`src/rtl/calc_seq_ctrl_pkg.sv`:
```
`default_nettype none
// ============================================================================
// Module   : calc_pkg
// Purpose  : Shared keypad codes and controller state encoding for the
//            BCD calculator sequencer (optional build macro: CALC_TIMEOUT_EN).
// Revision : 1.0 - initial release
// ============================================================================
package calc_pkg;

  localparam logic [3:0] KEY_ADD = 4'hA;
  localparam logic [3:0] KEY_SUB = 4'hB;
  localparam logic [3:0] KEY_CLR = 4'hC;
  localparam logic [3:0] KEY_EQ  = 4'hF;

  typedef enum logic [2:0] {
    ST_ENTER_A = 3'd0,
    ST_ENTER_B = 3'd1,
    ST_EXEC    = 3'd2,
    ST_WAIT    = 3'd3,
    ST_SHOW    = 3'd4,
    ST_ERROR   = 3'd5
  } state_e;

  // Keypad digits are the codes 0..9; everything above is a command or unused.
  function automatic logic is_digit(input logic [3:0] k);
    return (k <= 4'd9);
  endfunction

endpackage
`default_nettype wire

```
`src/rtl/calc_seq_ctrl_if.sv`:
```
`default_nettype none
// ============================================================================
// Module   : calc_seq_ctrl_if
// Purpose  : Keypad / ALU handshake bundle of the calculator sequencer.
//            master = environment (keypad + ALU), slave = controller.
// Revision : 1.0 - initial release
// ============================================================================
interface calc_seq_ctrl_if #(
  parameter int MAX_DIGITS = 2
);
  localparam int W = 4 * MAX_DIGITS;

  logic [3:0]   key_code;
  logic         key_valid;
  logic         alu_done;
  logic [W-1:0] operand_a;
  logic [W-1:0] operand_b;
  logic         add_sub;
  logic         alu_start;
  logic         busy;
  logic         show_result;
  logic         entry;
  logic         error;

  modport master (
    output key_code, key_valid, alu_done,
    input  operand_a, operand_b, add_sub, alu_start, busy, show_result, entry, error
  );

  modport slave (
    input  key_code, key_valid, alu_done,
    output operand_a, operand_b, add_sub, alu_start, busy, show_result, entry, error
  );

endinterface
`default_nettype wire

```
`src/rtl/calc_seq_ctrl_bcd_entry_reg.sv`:
```
`default_nettype none
// ============================================================================
// Module   : bcd_entry_reg
// Purpose  : Shift-in BCD operand register with digit count and full flag.
//            Clear has priority; clear together with shift loads the digit
//            as the first digit of a fresh operand.
// Revision : 1.0 - initial release
// ============================================================================
module bcd_entry_reg #(
  parameter int MAX_DIGITS = 2
) (
  input  wire logic                                clk,
  input  wire logic                                rst_n,
  input  wire logic                                i_clr,
  input  wire logic                                i_shift,
  input  wire logic [3:0]                          i_digit,
  output logic      [4*MAX_DIGITS-1:0]             o_value,
  output logic      [$clog2(MAX_DIGITS+1)-1:0]     o_count,
  output logic                                     o_full
);

  localparam int W  = 4 * MAX_DIGITS;
  localparam int CW = $clog2(MAX_DIGITS + 1);
  localparam logic [CW-1:0] c_MAX = CW'(MAX_DIGITS);

  logic [W-1:0]  r_value;
  logic [CW-1:0] r_count;

  assign o_value = r_value;
  assign o_count = r_count;
  assign o_full  = (r_count == c_MAX);

  // Operand shift register: clear/reload, or shift one digit in while not full
  always_ff @(posedge clk) begin
    if (!rst_n) begin
      r_value <= '0;
      r_count <= '0;
    end else if (i_clr) begin
      if (i_shift) begin
        r_value <= W'(i_digit);
        r_count <= CW'(1);
      end else begin
        r_value <= '0;
        r_count <= '0;
      end
    end else if (i_shift && !o_full) begin
      r_value <= (r_value << 4) | W'(i_digit);
      r_count <= r_count + CW'(1);
    end
  end

endmodule
`default_nettype wire

```
`src/rtl/calc_seq_ctrl.sv`:
```
`default_nettype none
// ============================================================================
// Module   : calc_seq_ctrl
// Purpose  : Keypad-driven sequencer for a BCD add/subtract calculator.
//            Collects two operands, launches the ALU, waits for completion
//            and selects the result for display.
//            Build macro CALC_TIMEOUT_EN adds a WAIT watchdog and ERROR state.
// Revision : 1.0 - initial release
// ============================================================================
module calc_seq_ctrl #(
  parameter int MAX_DIGITS  = 2,
  parameter int TIMEOUT_CYC = 16
) (
  input  wire logic      clock,
  input  wire logic      clearA,
  calc_seq_ctrl_if.slave bus
);

  import calc_pkg::*;

  localparam int W  = 4 * MAX_DIGITS;
  localparam int CW = $clog2(MAX_DIGITS + 1);

  state_e        r_state;
  state_e        w_state_nxt;
  logic          r_add_sub;
  logic          w_add_sub_nxt;
  logic          w_clr_a, w_clr_b, w_shift_a, w_shift_b, w_clear_all;
  logic [CW-1:0] w_cnt_a, w_cnt_b;
  logic          w_full_a, w_full_b;
  logic [W-1:0]  w_op_a, w_op_b;
  logic          w_is_dig, w_is_op, w_timeout;

  assign w_is_dig = is_digit(bus.key_code);
  assign w_is_op  = (bus.key_code == KEY_ADD) || (bus.key_code == KEY_SUB);

  bcd_entry_reg #(.MAX_DIGITS(MAX_DIGITS)) u_reg_a (
    .clk     (clock),
    .rst_n   (clearA),
    .i_clr   (w_clr_a),
    .i_shift (w_shift_a),
    .i_digit (bus.key_code),
    .o_value (w_op_a),
    .o_count (w_cnt_a),
    .o_full  (w_full_a)
  );

  bcd_entry_reg #(.MAX_DIGITS(MAX_DIGITS)) u_reg_b (
    .clk     (clock),
    .rst_n   (clearA),
    .i_clr   (w_clr_b),
    .i_shift (w_shift_b),
    .i_digit (bus.key_code),
    .o_value (w_op_b),
    .o_count (w_cnt_b),
    .o_full  (w_full_b)
  );

`ifdef CALC_TIMEOUT_EN
  localparam int TW = $clog2(TIMEOUT_CYC + 1);
  logic [TW-1:0] r_to_cnt;

  // Watchdog: counts cycles spent in WAIT, held at zero in every other state
  always_ff @(posedge clock) begin
    if (!clearA || (r_state != ST_WAIT)) begin
      r_to_cnt <= '0;
    end else begin
      r_to_cnt <= r_to_cnt + TW'(1);
    end
  end

  assign w_timeout = (r_state == ST_WAIT) && (r_to_cnt == TW'(TIMEOUT_CYC - 1));
  assign bus.error = (r_state == ST_ERROR);
`else
  assign w_timeout = 1'b0;
  assign bus.error = 1'b0;
`endif

  // State and operation-select registers
  always_ff @(posedge clock) begin
    if (!clearA) begin
      r_state   <= ST_ENTER_A;
      r_add_sub <= 1'b0;
    end else begin
      r_state   <= w_state_nxt;
      r_add_sub <= w_add_sub_nxt;
    end
  end

  // Next-state decode and operand register controls
  always_comb begin
    w_state_nxt   = r_state;
    w_add_sub_nxt = r_add_sub;
    w_clr_a       = 1'b0;
    w_clr_b       = 1'b0;
    w_shift_a     = 1'b0;
    w_shift_b     = 1'b0;
    w_clear_all   = 1'b0;
    case (r_state)
      ST_ENTER_A: begin
        if (bus.key_valid) begin
          if (w_is_dig) begin
            w_shift_a = !w_full_a;
          end else if (w_is_op && (w_cnt_a != '0)) begin
            w_add_sub_nxt = (bus.key_code == KEY_SUB);
            w_state_nxt   = ST_ENTER_B;
          end else if (bus.key_code == KEY_CLR) begin
            w_clear_all = 1'b1;
          end
        end
      end
      ST_ENTER_B: begin
        if (bus.key_valid) begin
          if (w_is_dig) begin
            w_shift_b = !w_full_b;
          end else if (w_is_op) begin
            w_add_sub_nxt = (bus.key_code == KEY_SUB);
          end else if ((bus.key_code == KEY_EQ) && (w_cnt_b != '0)) begin
            w_state_nxt = ST_EXEC;
          end else if (bus.key_code == KEY_CLR) begin
            w_clear_all = 1'b1;
          end
        end
      end
      ST_EXEC: begin
        w_state_nxt = ST_WAIT;
      end
      ST_WAIT: begin
        // Keys are dropped here; completion wins over a same-cycle timeout
        if (bus.alu_done) begin
          w_state_nxt = ST_SHOW;
        end else if (w_timeout) begin
          w_state_nxt = ST_ERROR;
        end
      end
      ST_SHOW: begin
        if (bus.key_valid) begin
          if (w_is_dig) begin
            // New calculation: wipe both operands, digit becomes A's first digit
            w_clr_a     = 1'b1;
            w_clr_b     = 1'b1;
            w_shift_a   = 1'b1;
            w_state_nxt = ST_ENTER_A;
          end else if (bus.key_code == KEY_CLR) begin
            w_clear_all = 1'b1;
          end
        end
      end
      ST_ERROR: begin
        if (bus.key_valid && (bus.key_code == KEY_CLR)) begin
          w_clear_all = 1'b1;
        end
      end
      default: begin
        w_state_nxt = ST_ENTER_A;
      end
    endcase
    if (w_clear_all) begin
      w_clr_a       = 1'b1;
      w_clr_b       = 1'b1;
      w_add_sub_nxt = 1'b0;
      w_state_nxt   = ST_ENTER_A;
    end
  end

  assign bus.operand_a   = w_op_a;
  assign bus.operand_b   = w_op_b;
  assign bus.add_sub     = r_add_sub;
  assign bus.alu_start   = (r_state == ST_EXEC);
  assign bus.busy        = (r_state == ST_EXEC) || (r_state == ST_WAIT);
  assign bus.show_result = (r_state == ST_SHOW);
  assign bus.entry       = (r_state == ST_ENTER_A) || (r_state == ST_ENTER_B) ||
                           (r_state == ST_SHOW)    || (r_state == ST_ERROR);

endmodule
`default_nettype wire
```
`src/flat_wrapper.sv`:
```
// flat-port wrapper written by rule: the top's interface ports become plain ports
module calc_seq_ctrl_flat import calc_pkg::*;
#(
  parameter int MAX_DIGITS  = 2,
  parameter int TIMEOUT_CYC = 16
)
  (clock, clearA, bus_key_code, bus_key_valid, bus_alu_done, bus_operand_a, bus_operand_b, bus_add_sub, bus_alu_start, bus_busy, bus_show_result, bus_entry, bus_error);
  calc_seq_ctrl_if #(.MAX_DIGITS(MAX_DIGITS)) bus_i ();
  input  wire logic clock;
  input  wire logic clearA;
  input wire logic [$bits(bus_i.key_code)-1:0] bus_key_code;
  input wire logic [$bits(bus_i.key_valid)-1:0] bus_key_valid;
  input wire logic [$bits(bus_i.alu_done)-1:0] bus_alu_done;
  output wire logic [$bits(bus_i.operand_a)-1:0] bus_operand_a;
  output wire logic [$bits(bus_i.operand_b)-1:0] bus_operand_b;
  output wire logic [$bits(bus_i.add_sub)-1:0] bus_add_sub;
  output wire logic [$bits(bus_i.alu_start)-1:0] bus_alu_start;
  output wire logic [$bits(bus_i.busy)-1:0] bus_busy;
  output wire logic [$bits(bus_i.show_result)-1:0] bus_show_result;
  output wire logic [$bits(bus_i.entry)-1:0] bus_entry;
  output wire logic [$bits(bus_i.error)-1:0] bus_error;
  assign bus_i.key_code = bus_key_code;
  assign bus_i.key_valid = bus_key_valid;
  assign bus_i.alu_done = bus_alu_done;
  assign bus_operand_a = bus_i.operand_a;
  assign bus_operand_b = bus_i.operand_b;
  assign bus_add_sub = bus_i.add_sub;
  assign bus_alu_start = bus_i.alu_start;
  assign bus_busy = bus_i.busy;
  assign bus_show_result = bus_i.show_result;
  assign bus_entry = bus_i.entry;
  assign bus_error = bus_i.error;
  calc_seq_ctrl #(.MAX_DIGITS(MAX_DIGITS), .TIMEOUT_CYC(TIMEOUT_CYC)) u_core (.clock(clock), .clearA(clearA), .bus(bus_i));
endmodule
```
`config.mk`:
```
export PLATFORM = sky130hd
export DESIGN_NAME = calc_seq_ctrl_flat
export DESIGN_NICKNAME = d
export VERILOG_FILES = /design/src/rtl/calc_seq_ctrl_pkg.sv /design/src/rtl/calc_seq_ctrl_if.sv /design/src/rtl/calc_seq_ctrl_bcd_entry_reg.sv /design/src/rtl/calc_seq_ctrl.sv /design/src/flat_wrapper.sv
export SDC_FILE = /design/constraint.sdc
export NUM_CORES = 1
export LEC_CHECK = 0
export BUFFER_PORTS_ARGS = -buffer_cell sky130_fd_sc_hd__buf_2
export CORE_MARGIN = 2
export CORE_UTILIZATION = 50
export CTS_BUF_LIST = sky130_fd_sc_hd__clkbuf_8
export DETAILED_ROUTE_END_ITERATION = 8
export GPL_TIMING_DRIVEN = 0
export PLACE_DENSITY = 0.76
export SETUP_SLACK_MARGIN = 0.02
export SLEW_MARGIN = 20
export SYNTH_ARGS = -nofsm -noshare
export SYNTH_HDL_FRONTEND = slang
export SYNTH_SLANG_ARGS = --single-unit
```
`constraint.sdc`:
```
create_clock -name clock -period 2.8 [get_ports clock]
set_input_delay 0.28 -clock clock [delete_from_list [all_inputs] [get_ports clock]]
set_output_delay 0.28 -clock clock [all_outputs]
set_load 0.1 [all_outputs]
```
* After elaboration in Yosys (flattened, before gate mapping)
Cells that the tools add are included.
** Word-level totals
- Input port bits :: 8
- Output and inout bits :: 22
- Word-level logic and storage cells :: 108
- Register bits after elaboration :: 24
** Cells by class
- Reduce and logical (&&, ||, !) cells :: 21
- Order comparisons :: 1
- Mux-type cells :: 52
- Bitwise logic cells :: 4
- Add/subtract/negate cells :: 2
- Eq/ne operators :: 22
** Operators by type and width (count)
- 2-to-1 mux 8 bit :: 4
- 2-to-1 mux 3 bit :: 10
- 2-to-1 mux 1 bit :: 28
- one-hot mux 3 bit (6 select lines) :: 1
- == test 4 bit, second input constant :: 4
- bitwise OR 8 x 4 -> 8 bit :: 2
- != test 2 bit, second input constant :: 7
- AND reduction 11 bit :: 1
- nonzero test 2 bit :: 5
- 2-to-1 mux 2 bit :: 4
- 2-to-1 mux 4 bit :: 2
- != test 2 x 1 -> 1 bit, second input constant :: 4
- AND reduction 7 bit :: 1
- == test 3 x 2 -> 1 bit, second input constant :: 2
- == test 3 bit, second input constant :: 2
- logical AND 1 bit :: 5
- logical OR 1 bit :: 5
- adder 2 x 1 -> 2 bit, second input constant :: 2
- == test 2 bit, second input constant :: 2
- <= comparator 4 bit, second input constant :: 1
- one-hot mux 1 bit (2 select lines) :: 2
- one-hot mux 1 bit (4 select lines) :: 1
- == test 3 x 1 -> 1 bit, second input constant :: 1
- zero test 3 bit :: 1
- other kinds (3) :: 5

* Depth between registers and ports, before layout
Gate-level depths: netlist of run 1.
- Depth after elaboration :: 9
- Gate-level depth with buffers :: 7
- Mapped depth without buffers :: 6

* Modules after synthesis
Synthesis of run 1 repeated with hierarchy kept, for this count alone.
** Second synthesis, totals
- Cells, all modules :: 145
- Area, all modules :: 1252.5 um2
** By module, submodules not included
- bcd_entry_reg :: seq. area each 200.2 um2, cells each 46, times used 2, area an instance 417.9 um2
- calc_seq_ctrl :: seq. area each 80.1 um2, cells each 53, times used 1, area an instance 416.6 um2

* Worst setup path before layout of run 1
Ideal clock, no wire load.
- Path type :: register to output
- Start :: register u_core.r_state[0]
- End :: output bus_show_result
- Data required time :: 2520 ps
- Stages on the path, launching flop included :: 3
- Setup slack :: -134 ps
- Buffers on the path :: 1
- Data arrival time :: 2654 ps
- Cell sequence :: dfxtp_1 buf_4 nor3b_1
** On the way
- Longest elaborated chain between the ends :: 1
** Ends and longest elaborated chain
- start, declared :: RTL line calc_seq_ctrl.sv:24 : state_e r_state;
- start signal, assigned :: RTL line calc_seq_ctrl.sv:85 : r_state <= w_state_nxt;
- == test 3 bit :: RTL line calc_seq_ctrl.sv:171 : assign bus.show_result = (r_state == ST_SHOW);
- end, declared :: RTL line flat_wrapper.sv:19 : output wire logic [$bits(bus_i.show_result)-1:0] bus_show_result;
No other way between the ends.

* Worst setup path after layout of run 1
- Start :: register u_core.r_state[1]
- End :: register u_core.u_reg_b.r_value[5] (netlist: u_core.u_reg_b.o_value[5])
** On the way
- Longest elaborated chain between the ends :: 4
- Elaborated cells between the ends (all ways) :: 11
- Those cells by class :: eq/ne: 3; mux: 5; reduce/logical: 3
** Ends and longest elaborated chain
- == test 3 bit, or another cell as far along :: RTL line calc_seq_ctrl.sv:99 : case (r_state)
- one-hot mux 1 bit (4 select lines) or 2-to-1 mux 1 bit (tied branches) :: RTL line calc_seq_ctrl.sv:99
- 2-to-1 mux 1 bit or logical AND 1 bit (tied branches) :: RTL line calc_seq_ctrl.sv:158, calc_seq_ctrl_bcd_entry_reg.sv:46
- 2-to-1 mux 8 bit or nonzero test 2 bit (tied branches)
- end signal, assigned :: RTL line calc_seq_ctrl_bcd_entry_reg.sv:40 : r_value <= W'(i_digit);
- end signal, assigned :: RTL line calc_seq_ctrl_bcd_entry_reg.sv:47 : r_value <= (r_value << 4) | W'(i_digit);
- end, declared :: RTL line calc_seq_ctrl_bcd_entry_reg.sv:26 : logic [W-1:0] r_value;
Several ways; a longest one is shown, not always the timed one.
A chain may end at the register's enable or synchronous reset.

==> results of run 1 <==
-- worst max path at each step --
| stage | to | cells past startpoint |
|---|---|---|
| finish | u_core.u_reg_b.o_value[5] | 5 |
| global route | u_core.u_reg_b.o_value[5] | 5 |
| CTS | u_core.u_reg_b.o_value[5] | 5 |
| detailed placement | u_core.u_reg_b.o_value[5] | 5 |
| global placement | u_core.u_reg_b.o_value[4] | 5 |
| floorplan | u_core.r_state[0] | 4 |
-- critical path, stage by stage (launching register included) --
cell and delay (ns):
dfxtp_1 0.38, nand2b_1 0.31, o41ai_2 0.70, or2_2 0.22
buf_2 0.22, nor2_1 0.08
-- per-stage QoR --
| step | util | instance area [um^2] |
|---|---|---|
| detailed placement | 0.605 | 1340 |
| finish | 0.637 | 1410 |
| global placement | 0.605 | 1340 |
| CTS | 0.637 | 1410 |
| global route | 0.637 | 1410 |
| floorplan | - | 1170 |
-- flip-flops by register name, indices dropped and copies added (netlist names) --
| name | cells |
|---|---|
| u_core.u_reg_a.o_count | 2 |
| u_core.u_reg_b.o_count | 2 |
| u_core.r_state | 3 |
| u_core.bus.add_sub | 1 |
| u_core.u_reg_a.o_value | 8 |
| u_core.u_reg_b.o_value | 8 |
-- cell families (layout without fill, tap and decap cells) --
group,Yosys count,in the layout,share of synthesized area
AO/OA/AOI/OAI,16,16,0.118
adder cells (fa/ha/maj),4,4,0.0428
buffers and inverters,16,46,0.0728
flip-flops,24,24,0.411
multiplexers,13,13,0.111
other,1,1,0.00321
AND/OR/NAND/NOR,51,51,0.241
-- per-layer routing --
layer | GRT usage | wire, um
met1 | 0.269 | 1150
met4 | 0.0641 | 35
met5 | 0 | 0
met2 | 0.335 | 1260
met3 | 0.0343 | 114
-- power breakdown --
group	internal (mW)	switching, mW
clock network	0.191	0.110
registers	0.352	0.00642
logic	0.0426	0.106
-- placed cells by master, fill, tap and decap left out, drive strengths merged, types with 2 or more instances in the layout --
master  instances
nand4           3
o21ai           3
a41oi           2
nor3            2
ha              4
nor4b           3
nand2b          3
inv             7
mux2i          13
or4             3
clkbuf          6
nor2b           4
nand3           4
nor2           16
dfxtp          24
a32o            4
nand2           7
a21oi           2
nor3b           2
buf            32
-- layout make-up --
type | count | area share
multi-input cells | 85 | 0.431
flip-flops and latches | 24 | 0.341
repair buffers | 26 | 0.0923
plain buffers | 9 | 0.0417
clock buffers | 3 | 0.0293
well taps | 28 | 0.0248
clock inverters | 1 | 0.0213
inverters | 7 | 0.0186
==> impl_metrics.env, run 1 <==
export IMPL_synth_seq_area_share=0.411
export IMPL_setup_slack_ns=0.779
export IMPL_dr_pass1_iters=4
export IMPL_cts_resized_gates=0
export IMPL_rr_endpoint="u_core.u_reg_b.o_value[5]"
export IMPL_vias=1037
export IMPL_hp_class="in2reg"
export IMPL_crit_fanout=10
export IMPL_track_usage=0.203
export IMPL_cts_sinks=24
export IMPL_maxCapViolCount=0
export IMPL_antenna_found_initial=0
export IMPL_synth_seq_cells=24
export IMPL_dpl_hpwl_mm=1.85
export IMPL_syn_avg_cell_area_um2=9.35
export IMPL_ys_types=33
export IMPL_setup_viol=0
export IMPL_ys_top_cells_by_area="dfxtp_1, mux2i_1, nor2_1"
export IMPL_grt_max_degree=15
export IMPL_drc=0
export IMPL_post_drt_wl_per_cell_um=14.0
export IMPL_hold_ws_ns=0.301
export IMPL_dieArea_um2=2740
export IMPL_placed_cells=179
export IMPL_synthArstFlopShare=0
export IMPL_rows=17
export IMPL_synth_top_area_frac=0.411
export IMPL_diodes=0
export IMPL_layout_drive_gt1_share=0.271
export IMPL_clock_latency_ns=0.26
export IMPL_cts_tree="built"
export IMPL_clock_skew_ns=0.00165
export IMPL_hold_end="u_core.u_reg_a.o_value[1]"
export IMPL_ant_nets=0
export IMPL_synth_commonest_cells="dfxtp_1, nor2_1, mux2i_1"
export IMPL_ios=30
export IMPL_rsz0062_at_grt="no"
export IMPL_worst_ep_arrival_time_ns=2.18
export IMPL_synth_nets=137
export IMPL_yosys_warnings=0
export IMPL_port_buffers=26
export IMPL_setup_tns_ns=0
export IMPL_grt_overflow_total=0
export IMPL_r2r_setup_slack_ns=0.78
export IMPL_syn_to_final_growth_pct=20.7
export IMPL_grt_pass1_vias=914
export IMPL_min_delay_path_depth=3
export IMPL_fin_nets=168
export IMPL_min_period_over_period=0.722
export IMPL_regArea_um2=480
export IMPL_finalMaxSlewViolations=0
export IMPL_fmax_mhz=495
export IMPL_cp_required_ns=2.96
export IMPL_synth_edf_count=0
export IMPL_finalNonFillerCells=183
export IMPL_die_w_um=52.3
export IMPL_fin_crit_ns=2.02
export IMPL_ctsHtreeMaxLevel=1
export IMPL_syn_inst=125
export IMPL_dp_slack_ns=0.829
export IMPL_worst_pin_slew_ns=0.757
export IMPL_synth_ff_type="dfxtp_1"
export IMPL_clk_path_buf_depth=2
export IMPL_grt_pass1_wl_mm=4.13
export IMPL_worstHoldStart="bus_key_code[1]"
export IMPL_r2r_cells=5
export IMPL_slew_headroom=0.488
export IMPL_drtIter0Drc=28
export IMPL_power_uw=808
export IMPL_multi_input_area_um2=608
export IMPL_yosysMostFrequentCell="dfxtp_1"
export IMPL_start_util=0.528
export IMPL_final_hold_viol_count=0
export IMPL_max_vdd_ir_drop_mv=0.451
export IMPL_crit_path_start_kind="register"
export IMPL_routabilityCongestion=0.765
export IMPL_power_per_cell_area_nw_per_um2=573
export IMPL_n_fill_cell=201
export IMPL_status="finished clean"
export IMPL_wirelength_mm=2.56
export IMPL_cts_buffers=3
export IMPL_synth_top_area_cell="dfxtp_1"
export IMPL_post_cts_setup_buffers=0
export IMPL_clkTransAtPathRegs_ns=0.08
export IMPL_cp_startpoint="u_core.r_state[1]"
export IMPL_endpoint_kind="register"
export IMPL_via_per_inst=5.67
export IMPL_r2r_start="u_core.r_state[1]"
export IMPL_die_h_um=52.3
export IMPL_core_um2=2210
export IMPL_ctsHoldBuffers=0
export IMPL_cts_root_buf="clkbuf_8"
export IMPL_power_leakage_nw=0.632
export IMPL_syn_area_um2=1170
export IMPL_critPathKind="reg2reg"
Power figures use the tool's default switching activity.
==> run 2: changes to the inputs <==
==> constraint.sdc (replaced) <==
create_clock -name clock -period 2 [get_ports clock]
set_input_delay 0.2 -clock clock [delete_from_list [all_inputs] [get_ports clock]]
set_output_delay 0.2 -clock clock [all_outputs]
set_load 0.1 [all_outputs]
==> impl_metrics.env, run 2 (synthesized netlist as in run 1, its figures left out) <==
export IMPL_rsz0062_at_grt="no"
export IMPL_post_cts_setup_buffers=0
export IMPL_worst_ep_arrival_time_ns=2.08
export IMPL_clock_latency_ns=0.26
export IMPL_die_w_um=52.3
export IMPL_core_um2=2210
export IMPL_crit_path_start_kind="register"
export IMPL_hp_class="in2reg"
export IMPL_placed_cells=179
export IMPL_worst_path_max_delay_cell="or4_1"
export IMPL_drtIter0Drc=13
export IMPL_slew_headroom=0.669
export IMPL_dieArea_um2=2740
export IMPL_via_per_inst=5.46
export IMPL_layout_drive_gt1_share=0.290
export IMPL_finalNonFillerCells=183
export IMPL_drc=0
export IMPL_r2r_start="u_core.r_state[1]"
export IMPL_grt_max_degree=14
export IMPL_post_drt_wl_per_cell_um=13.0
export IMPL_antenna_found_initial=0
export IMPL_power_per_cell_area_nw_per_um2=728
export IMPL_port_buffers=26
export IMPL_routabilityCongestion=0.763
export IMPL_clk_path_buf_depth=2
export IMPL_regArea_um2=480
export IMPL_fin_crit_ns=1.92
export IMPL_ios=30
export IMPL_dr_pass1_iters=4
export IMPL_endpoint_kind="register"
export IMPL_cts_sinks=24
export IMPL_worstHoldStart="bus_key_code[1]"
export IMPL_slowest_delay_ns=0.64
export IMPL_rows=17
export IMPL_final_hold_viol_count=0
export IMPL_ctsHtreeMaxLevel=1
export IMPL_setup_viol=0
export IMPL_hold_ws_ns=0.224
export IMPL_min_period_over_period=0.960
export IMPL_maxCapViolCount=0
export IMPL_grt_pass1_wl_mm=3.80
export IMPL_most_common_layout_cells="buf_2, dfxtp_1, nor2_1"
export IMPL_status="finished clean"
export IMPL_max_vdd_ir_drop_mv=0.674
export IMPL_setup_tns_ns=0
export IMPL_utilization=0.642
export IMPL_vias=999
export IMPL_clkTransAtPathRegs_ns=0.08
export IMPL_die_h_um=52.3
export IMPL_wirelength_mm=2.39
export IMPL_syn_to_final_growth_pct=21.5
export IMPL_crit_fanout=8
export IMPL_cp_startpoint="u_core.r_state[1]"
export IMPL_grt_overflow_total=0
export IMPL_fin_nets=168
export IMPL_path_cells="nand2b_1 > or4_1 > and3_4 > o31a_1"
export IMPL_ant_nets=0
export IMPL_final_common_cell="buf_2"
export IMPL_clock_skew_ns=0.00309
export IMPL_finalMaxSlewViolations=0
export IMPL_start_util=0.528
export IMPL_cts_tree="built"
export IMPL_diodes=0
export IMPL_power_mw=1.03
export IMPL_cp_required_ns=2.16
export IMPL_dpl_hpwl_mm=1.78
export IMPL_n_fill_cell=196
export IMPL_multi_input_area_um2=634
export IMPL_critPathKind="reg2reg"
export IMPL_worst_pin_slew_ns=0.493
export IMPL_cts_buffers=3
export IMPL_power_leakage_nw=0.631
export IMPL_fmax_mhz=521
export IMPL_track_usage=0.183
export IMPL_grt_pass1_vias=877
export IMPL_cts_root_buf="clkbuf_8"
==> run 2: cell count changes in the layout (fill, tap and decap cells not counted), sizes merged <==
cell,before,now
clkbuf,6,7
bufinv,1,0
==> run 2: worst paths after layout <==
kind | to | slack, ns | cells after the start
hold reg to reg | u_core.u_reg_b.o_value[6] | 0.50 | 2
hold / removal | u_core.u_reg_a.o_value[1] | 0.22 | 3
setup / recovery | u_core.u_reg_a.o_count[0] | 0.08 | 4
setup reg to reg | u_core.u_reg_a.o_count[0] | 0.08 | 4
==> run 2: critical path, delay by kind of cell, from the launching register on <==
kind | cells | cell delay [ns]
DFF | 1 | 0.38
AOI/OAI and AO/OA | 1 | 0.23
and+or+nand+nor | 3 | 1.20
==> run 2: layout make-up <==
cell class	count	area share
well taps	28	0.0247
inverters	7	0.0185
flip-flops and latches	24	0.338
multi-input cells	85	0.447
repair buffers	26	0.0916
plain buffers	9	0.0414
clock buffers	4	0.0388
==> run 2: per-stage QoR <==
stage	instance area [um^2]	setup slack [ns]
3_3_place_gp	1340	0.0311
2_1_floorplan	1180	0.127
6_report	1420	0.0791
3_5_place_dp	1340	0.0268
4_1_cts	1410	0.0443
5_1_grt	1420	0.0332
==> run 2: what timing repair did <==
item / CTS / global route
endpoints found under the setup margin: 1 / 13
hold buffers: 0 / 0
gates resized for setup: 2 / 1
==> run 2: where the power goes <==
part           switching (mW)  total, mW  internal, mW
combinational           0.149      0.210        0.0608
clock                   0.147      0.323         0.175
sequential            0.00930      0.502         0.492
==> run 2: metal layers <==
metal	global-route usage	part of all wire	vias to the layer above	routed length (um)
li1	-	-	501	-
met1	0.242	0.44	465	1040
met2	0.302	0.51	31	1220
met3	0.0371	0.049	2	117
met4	0.0470	0.0050	0	12
met5	0	0	-	0
==> run 3: changes to the inputs <==
--- a/config.mk
+++ b/config.mk
@@ -7,11 +7,12 @@
 export LEC_CHECK = 0
 export BUFFER_PORTS_ARGS = -buffer_cell sky130_fd_sc_hd__buf_2
 export CORE_MARGIN = 2
-export CORE_UTILIZATION = 50
+export CORE_UTILIZATION = 54
 export CTS_BUF_LIST = sky130_fd_sc_hd__clkbuf_8
 export DETAILED_ROUTE_END_ITERATION = 8
 export GPL_TIMING_DRIVEN = 0
-export PLACE_DENSITY = 0.76
+export PLACE_DENSITY = 0.81
+export REMOVE_ABC_BUFFERS = 1
 export SETUP_SLACK_MARGIN = 0.02
 export SLEW_MARGIN = 20
 export SYNTH_ARGS = -nofsm -noshare
==> impl_metrics.env, run 3 (synthesized netlist as in run 1, its figures left out) <==
export IMPL_status="finished clean"
export IMPL_cts_tree="built"
export IMPL_port_buffers=28
export IMPL_track_usage=0.198
export IMPL_setup_slack_ns=0.131
export IMPL_cts_buffers=3
export IMPL_grt_pass1_wl_mm=3.93
export IMPL_grt_max_degree=15
export IMPL_finalMaxSlewViolations=0
export IMPL_cp_required_ns=2.17
export IMPL_post_drt_wl_per_cell_um=13.6
export IMPL_hp_class="in2reg"
export IMPL_dieArea_um2=2550
export IMPL_start_util=0.584
export IMPL_min_period_over_period=0.935
export IMPL_dr_wl_met3_um=92
export IMPL_clock_latency_ns=0.27
export IMPL_endpoint_kind="register"
export IMPL_crit_path_start_kind="register"
export IMPL_vias=1010
export IMPL_ctsHoldBuffers=0
export IMPL_dpl_hpwl_mm=1.74
export IMPL_r2r_start="u_core.r_state[0]"
export IMPL_ant_nets=0
export IMPL_routedLengthMet1_mm=1.06
export IMPL_via_per_inst=5.64
export IMPL_worstHoldStart="bus_alu_done"
export IMPL_drtIter0Drc=24
export IMPL_clock_skew_ns=0.00125
export IMPL_ios=30
export IMPL_diodes=0
export IMPL_cts_sinks=24
export IMPL_power_mw=1.13
export IMPL_met2WireLength_mm=1.24
export IMPL_grt_overflow_total=0
export IMPL_die_w_um=50.5
export IMPL_placed_cells=172
export IMPL_cp_startpoint="u_core.r_state[0]"
export IMPL_dp_slack_ns=-0.137
export IMPL_critPathKind="reg2reg"
export IMPL_r2r_setup_slack_ns=0.13
export IMPL_crit_fanout=11
export IMPL_utilization=0.709
export IMPL_fin_crit_ns=1.87
export IMPL_cts_root_buf="clkbuf_8"
export IMPL_ctsHtreeMaxLevel=1
export IMPL_finalNonFillerCells=179
export IMPL_n_fill_cell=163
export IMPL_max_vdd_ir_drop_mv=0.550
export IMPL_final_hold_viol_count=0
export IMPL_wirelength_mm=2.43
export IMPL_dr_pass1_iters=4
export IMPL_antenna_found_initial=0
export IMPL_die_h_um=50.5
export IMPL_clk_path_buf_depth=2
export IMPL_hold_ws_ns=0.220
export IMPL_clkTransAtPathRegs_ns=0.08
export IMPL_fin_nets=165
export IMPL_grt_pass1_vias=893
export IMPL_core_um2=2000
export IMPL_drc=0
export IMPL_power_per_cell_area_nw_per_um2=792
export IMPL_fmax_mhz=535
export IMPL_setup_viol=0
export IMPL_rows=16
export IMPL_stdcell_area_um2=1420
export IMPL_most_common_layout_cells="buf_2, dfxtp_1, nor2_1"
export IMPL_dpl_cell_area_um2=1300
export IMPL_power_leakage_nw=0.628
export IMPL_setup_tns_ns=0
export IMPL_rsz0062_at_grt="no"
export IMPL_maxCapViolCount=0
export IMPL_syn_to_final_growth_pct=21.5
export IMPL_routabilityCongestion=0.782
export IMPL_final_common_cell="buf_2"
export IMPL_layout_drive_gt1_share=0.289
export IMPL_worst_ep_arrival_time_ns=2.03
export IMPL_dr_max_layer_used="met4"
==> run 3: cell count changes in the layout (fill, tap and decap cells not counted), sizes merged <==
cell    before  now
bufinv       0    1
clkbuf       7    3
==> run 3: path summary, 6_finish.rpt <==
kind,endpoint,depth (start not counted)
hold reg to reg,u_core.u_reg_b.o_value[6],2
setup reg to reg,u_core.u_reg_b.o_value[0],5
hold / removal,u_core.r_state[2],3
setup / recovery,u_core.u_reg_b.o_value[0],5
==> run 3: cell type report <==
class | instances | area [um^2] | share of cell area
Inverter | 7 | 26.3 | 0.0185
Clock buffer | 3 | 41.3 | 0.0291
Sequential cell | 24 | 480 | 0.338
Timing Repair Buffer | 32 | 170 | 0.120
Clock inverter | 1 | 30.0 | 0.0211
Multi-Input combinational cell | 85 | 638 | 0.449
Tap cell | 27 | 33.8 | 0.0238
==> run 3: what timing repair did <==
action,CTS,global route
pin swaps,0,0
resized for setup,2,2
setup buffers,0,3
endpoints found under the setup margin,8,15
==> run 3: routing by layer <==
layer / vias to the layer above / track usage
met5: - / 0
met4: 0 / 0.0766
met3: 5 / 0.0179
met2: 23 / 0.336
met1: 484 / 0.259
li1: 498 / -
==> run 3: critical path: stages, from the launching register on <==
cell and delay [ns]:
dfxtp_1 0.55, nor2b_1 0.32, nor4b_4 0.34, buf_4 0.22, nor3_1 0.10, a32o_1 0.24
==> run 3: report_power, final <==
group | internal (mW) | switching, mW | leakage, nW
sequential | 0.492 | 0.0132 | 0.194
combinational | 0.0547 | 0.145 | 0.398
clock | 0.268 | 0.153 | 0.0357
